**src/rtl/onehot_encoder_tx.sv**
```systemverilog
// onehot_encoder_tx
// Encodes new one-hot key presses on p/q/r/s back to the 2-bit code {w,z}.
// The codes are p=11, q=10, r=01, s=00. Each code is buffered in a small FIFO
// and delivered over a valid/ready handshake.
//
// Ports:
//   clk      rising-edge clock
//   rst      synchronous active-high reset
//   p,q,r,s  one-hot key lines (codes 11, 10, 01, 00)
//   ready    consumer takes the head entry this cycle
//   err_clr  clears the sticky err/ovf flags (a same-cycle set takes priority)
//   valid    head entry available
//   w,z      head code MSB/LSB; both 0 while empty
//   err      sticky: multi-hot input seen
//   ovf      sticky: an event was dropped because the FIFO was full
//   level    FIFO occupancy
//   count    successfully pushed events, modulo 2^CNT_W
module onehot_encoder_tx #(
    parameter int unsigned DEPTH = 4,
    parameter int unsigned CNT_W = 8
) (
    input  logic                     clk,
    input  logic                     rst,
    input  logic                     p,
    input  logic                     q,
    input  logic                     r,
    input  logic                     s,
    input  logic                     ready,
    input  logic                     err_clr,
    output logic                     valid,
    output logic                     w,
    output logic                     z,
    output logic                     err,
    output logic                     ovf,
    output logic [$clog2(DEPTH):0]   level,
    output logic [CNT_W-1:0]         count
);

    localparam int unsigned AW = $clog2(DEPTH);
    localparam int unsigned LW = AW + 1;
    localparam logic [LW-1:0]    FullLvl = LW'(DEPTH);
    localparam logic [LW-1:0]    LvlOne  = LW'(1);
    localparam logic [AW-1:0]    PtrOne  = AW'(1);
    localparam logic [CNT_W-1:0] CntOne  = CNT_W'(1);

    logic [3:0]       in_q;
    logic [3:0]       last_q, last_d;
    logic [1:0]       mem_q [DEPTH];
    logic [AW-1:0]    wr_ptr_q, rd_ptr_q;
    logic [LW-1:0]    level_q, level_d;
    logic [CNT_W-1:0] count_q, count_d;
    logic             err_q, err_d;
    logic             ovf_q, ovf_d;

    logic             is_zero, is_one, is_multi;
    logic             push_req, push, pop, drop;
    logic             full, empty;
    logic [1:0]       code;

    always_comb begin
        is_zero  = (in_q == 4'b0000);
        // Clearing the lowest set bit leaves zero only for a single-bit value.
        is_one   = !is_zero && ((in_q & (in_q - 4'd1)) == 4'b0000);
        is_multi = !is_zero && !is_one;
        push_req = is_one && (in_q != last_q);
        code     = {in_q[3] | in_q[2], in_q[3] | in_q[1]};

        full     = (level_q == FullLvl);
        empty    = (level_q == '0);
        pop      = !empty && ready;
        // A pop in the same cycle frees the slot the push needs.
        push     = push_req && (!full || pop);
        drop     = push_req && full && !pop;

        // A dropped event still updates last so it does not retrigger.
        last_d = last_q;
        if (is_zero) begin
            last_d = 4'b0000;
        end else if (push_req) begin
            last_d = in_q;
        end

        level_d = level_q;
        unique case ({push, pop})
            2'b10:   level_d = level_q + LvlOne;
            2'b01:   level_d = level_q - LvlOne;
            default: level_d = level_q;
        endcase

        count_d = push ? count_q + CntOne : count_q;
        err_d   = is_multi | (err_q & !err_clr);
        ovf_d   = drop | (ovf_q & !err_clr);
    end

    always_ff @(posedge clk) begin
        if (rst) begin
            in_q     <= 4'b0000;
            last_q   <= 4'b0000;
            wr_ptr_q <= '0;
            rd_ptr_q <= '0;
            level_q  <= '0;
            count_q  <= '0;
            err_q    <= 1'b0;
            ovf_q    <= 1'b0;
            for (int i = 0; i < int'(DEPTH); i++) begin
                mem_q[i] <= 2'b00;
            end
        end else begin
            in_q    <= {p, q, r, s};
            last_q  <= last_d;
            level_q <= level_d;
            count_q <= count_d;
            err_q   <= err_d;
            ovf_q   <= ovf_d;
            if (push) begin
                mem_q[wr_ptr_q] <= code;
                wr_ptr_q        <= wr_ptr_q + PtrOne;
            end
            if (pop) begin
                rd_ptr_q <= rd_ptr_q + PtrOne;
            end
        end
    end

    always_comb begin
        valid  = !empty;
        {w, z} = empty ? 2'b00 : mem_q[rd_ptr_q];
        err    = err_q;
        ovf    = ovf_q;
        level  = level_q;
        count  = count_q;
    end

endmodule

```
**config.mk**
```make
export PLATFORM = sky130hd
export DESIGN_NAME = onehot_encoder_tx
export DESIGN_NICKNAME = d
export VERILOG_FILES = /design/src/rtl/onehot_encoder_tx.sv
export SDC_FILE = /design/constraint.sdc
export NUM_CORES = 1
export LEC_CHECK = 0
export ABC_AREA = 1
export CAP_MARGIN = 10
export CORE_MARGIN = 3
export CORE_UTILIZATION = 53
export DETAILED_ROUTE_END_ITERATION = 8
export PLACE_DENSITY = 0.78
export REMOVE_ABC_BUFFERS = 1
export SLEW_MARGIN = 30
export SYNTH_ARGS = -nofsm -noshare
export SYNTH_HDL_FRONTEND = slang
export SYNTH_SLANG_ARGS = --single-unit
```
**constraint.sdc**
```tcl
create_clock -name clk -period 2.7 [get_ports clk]
set_input_delay 0.81 -clock clk [delete_from_list [all_inputs] [get_ports clk]]
set_output_delay 0.81 -clock clk [all_outputs]
set_load 0.005 [all_outputs]
```
==> metrics.txt <==
result of the run=complete, no violations; Resized Gates After CTS=0; post-synth top area share=31.6%; total area of multi-input combinational cells=785 sq um; pwr/cell area=709 mW/mm^2; routed via count divided by cell count=4.87; wire length of the first global-routing pass=about 5700 um; full die area=between 0.003 and 0.004 sq mm; area added between synthesis and finish=21.8%; clock insertion delay at the later pin of the skew report=~0.33 ns; number of register bits inferred by synthesis=35; share of post-route cells with drive strength above 1=17.5%; worst min-delay path class=flip-flop to flip-flop; worst-case vdd ir drop=~0.00047 V; share of the clock period used by the worst path=approximately 90%; measured slew at the worst slew-check pin=0.466 ns; number of pins exceeding their max-slew limit in the final report=0; DIE WIDTH=62.8 um; number of global-route vias before repair=1354; number of hold buffers added after cts=0; arrival time at the worst endpoint=roughly 1.7 ns; netlist area before placement=0.00171 sq mm; DRT Pass-1 Iters=4; element type at the critical path end=primary output; total core area=between 0.002 and 0.003 sq mm; Clock Path Buffers=2; clock-pin slew of the registers on the worst-case setup and hold paths=0.10 ns; CP required=1.89 ns; Avg Synthesized Cell Area=7.85 sq um; Initial DRC Count=36; # Max-Cap Violations=0; all-layer global routing usage=approximately 18%; grt total ovfl=0; number of failing hold endpoints at the final stage=0; number of ports placed on the die boundary=24; Starting Density=58.5%; most used flip-flop cell after synthesis=dfxtp_1; Layout Skew=0.00411 ns; estimated wirelength of the detail-placed design=2430 um; number of rows in the core area=19; TritonCTS clock tree=built; top cells by count, synth=53 x nand2_1, 27 x dfxtp_1, 27 x nor2_1, 24 x inv_1, 17 x a21oi_1; Num Clock Sinks=35; kind of start point of the critical path=flip-flop; number of H-tree levels=2; clock buffer count from CTS=5; Post-Route WL=3130 um; antenna diode count=0; final-layout fill cell count=248; Final Setup Violations=0; minimum clock period=2.46 ns; count of input and output buffers=23; achievable clock frequency=406 MHz; synthesized instance count=roughly 220; buffers inserted during post-CTS setup optimization=0; number of antenna violations at the first check in global routing=0; library cell used as clock root buffer=clkbuf_4; Routability Congestion=0.794; post-layout power=around 0.0015 W; Area contributors post-synth=dfxtp_1 32%, edfxtp_1 14%, nand2_1 12%; footprint of the flip-flops and latches=781 sq um; routed vias=about 1400; setup repair after global routing missed its margin=no; pin count of the biggest net entering global routing=13; EDFF count, synth=8; routed length per placed instance=between 10 and 15 um; worst-path fanout max=4; Seq/Total Area, Yosys=45.6%; synthesis warning total=0; residual antenna-violating net count after detailed routing=0; height of the die=around 63 um; Post-route DRC=0; fin util=71.2%; count of nets after finishing=262; leak pwr=around 0.84 nW; post-synth cell types=29; Yosys top cell by area=dfxtp_1; Slew Limit Headroom=approximately two thirds; CP Class=flip-flop to primary output; asr flop ratio synth=0%; leading cell type by number of instances after synthesis=nand2_1
==> registers in the layout (all words and copies together) (netlist names), named ones only <==
| register | flops |
|---|---|
| in_q | 4 |
| ovf | 1 |
| count | 8 |
| last_q | 4 |
| rd_ptr_q | 2 |
| level | 3 |
| err | 1 |
| mem_q | 8 |
| wr_ptr_q | 2 |
==> placed cells by master, fill, tap and decap left out, types with 2 or more instances in the layout <==
master           instances
a21oi_1                 17
dfxtp_1                 27
o21ai_1                  6
a21oi_2                  3
o21ai_0                  8
nand2_1                 53
o21ai_2                  3
nor2_2                   4
edfxtp_1                 8
inv_2                    6
nor3_1                   2
nand2_2                  7
xnor2_1                  2
buf_4                    6
nand2_4                  2
inv_1                   24
nor2_4                   2
ha_1                     2
nand3_1                  5
clkbuf_4                 5
nor2_1                  27
clkbuf_8                 2
clkdlybuf4s50_1         23
==> final timing paths <==
check	end	start	cells past startpoint	slack [ns]
hold reg to reg	flip-flop	rd_ptr_q[1]	2	0.48
setup / recovery	w	level[2]	3	0.24
hold / removal	flip-flop	rd_ptr_q[1]	2	0.48
setup reg to reg	level[2]	in_q[3]	13	0.63
==> area by class of cell <==
class,instances,share of cell area (%)
tap,42,2.52
sequential,35,37.5
clock buffer,8,3.30
multi-input combinational,149,37.7
timing repair buffer,29,13.2
inverter,31,5.83
==> layer usage <==
| metal | track usage, % | routed length, um | vias up |
|---|---|---|---|
| met1 | 21.8 | 1490 | 637 |
| met2 | 30.1 | 1480 | 36 |
| met4 | 5.79 | 34 | 0 |
| li1 | - | - | 756 |
| met5 | 0 | 0 | - |
| met3 | 4.86 | 128 | 4 |
==> worst max-delay path, cell delays in order, from the launching register on <==
cell	delay, ns
dfxtp_1	0.35
nor3_1	0.43
a21oi_1	0.08
clkdlybuf4s50_1	0.46
==> report_power, final <==
| group | switching, W | leakage [nW] | internal, W | total (W) |
|---|---|---|---|---|
| clock network | 0.000164 | 0.0386 | 0.000153 | 0.000317 |
| registers | 0.0000553 | 0.303 | 0.000604 | 0.000659 |
| logic | 0.000264 | 0.500 | 0.000238 | 0.000502 |
==> logic make-up (layout without fill, tap and decap cells) <==
logic type	Yosys count	in the layout	share of synthesized area, %
AOI/OAI and AO/OA	37	37	12.1
buffers and inverters	34	68	8.49
and+or+nand+nor	106	106	29.6
xor gates and xnor gates	3	3	1.54
adders and majority gates	3	3	2.63
DFF	35	35	45.6
==> metrics by stage <==
step	std cells	setup slack (ns)	TNS (ns)	hold slack, ns	cell area [sq um]
after floorplan	215	0.330	0	0.444	1690
after global placement	286	0.00692	0	0.453	2010
after detailed placement	286	-0.0299	-0.0299	0.466	2010
after CTS	294	0.196	0	0.482	2080
after global routing	294	0.0687	0	0.516	2080
final	294	0.236	0	0.479	2080
Note: power is estimated with default switching activity, not from simulation.
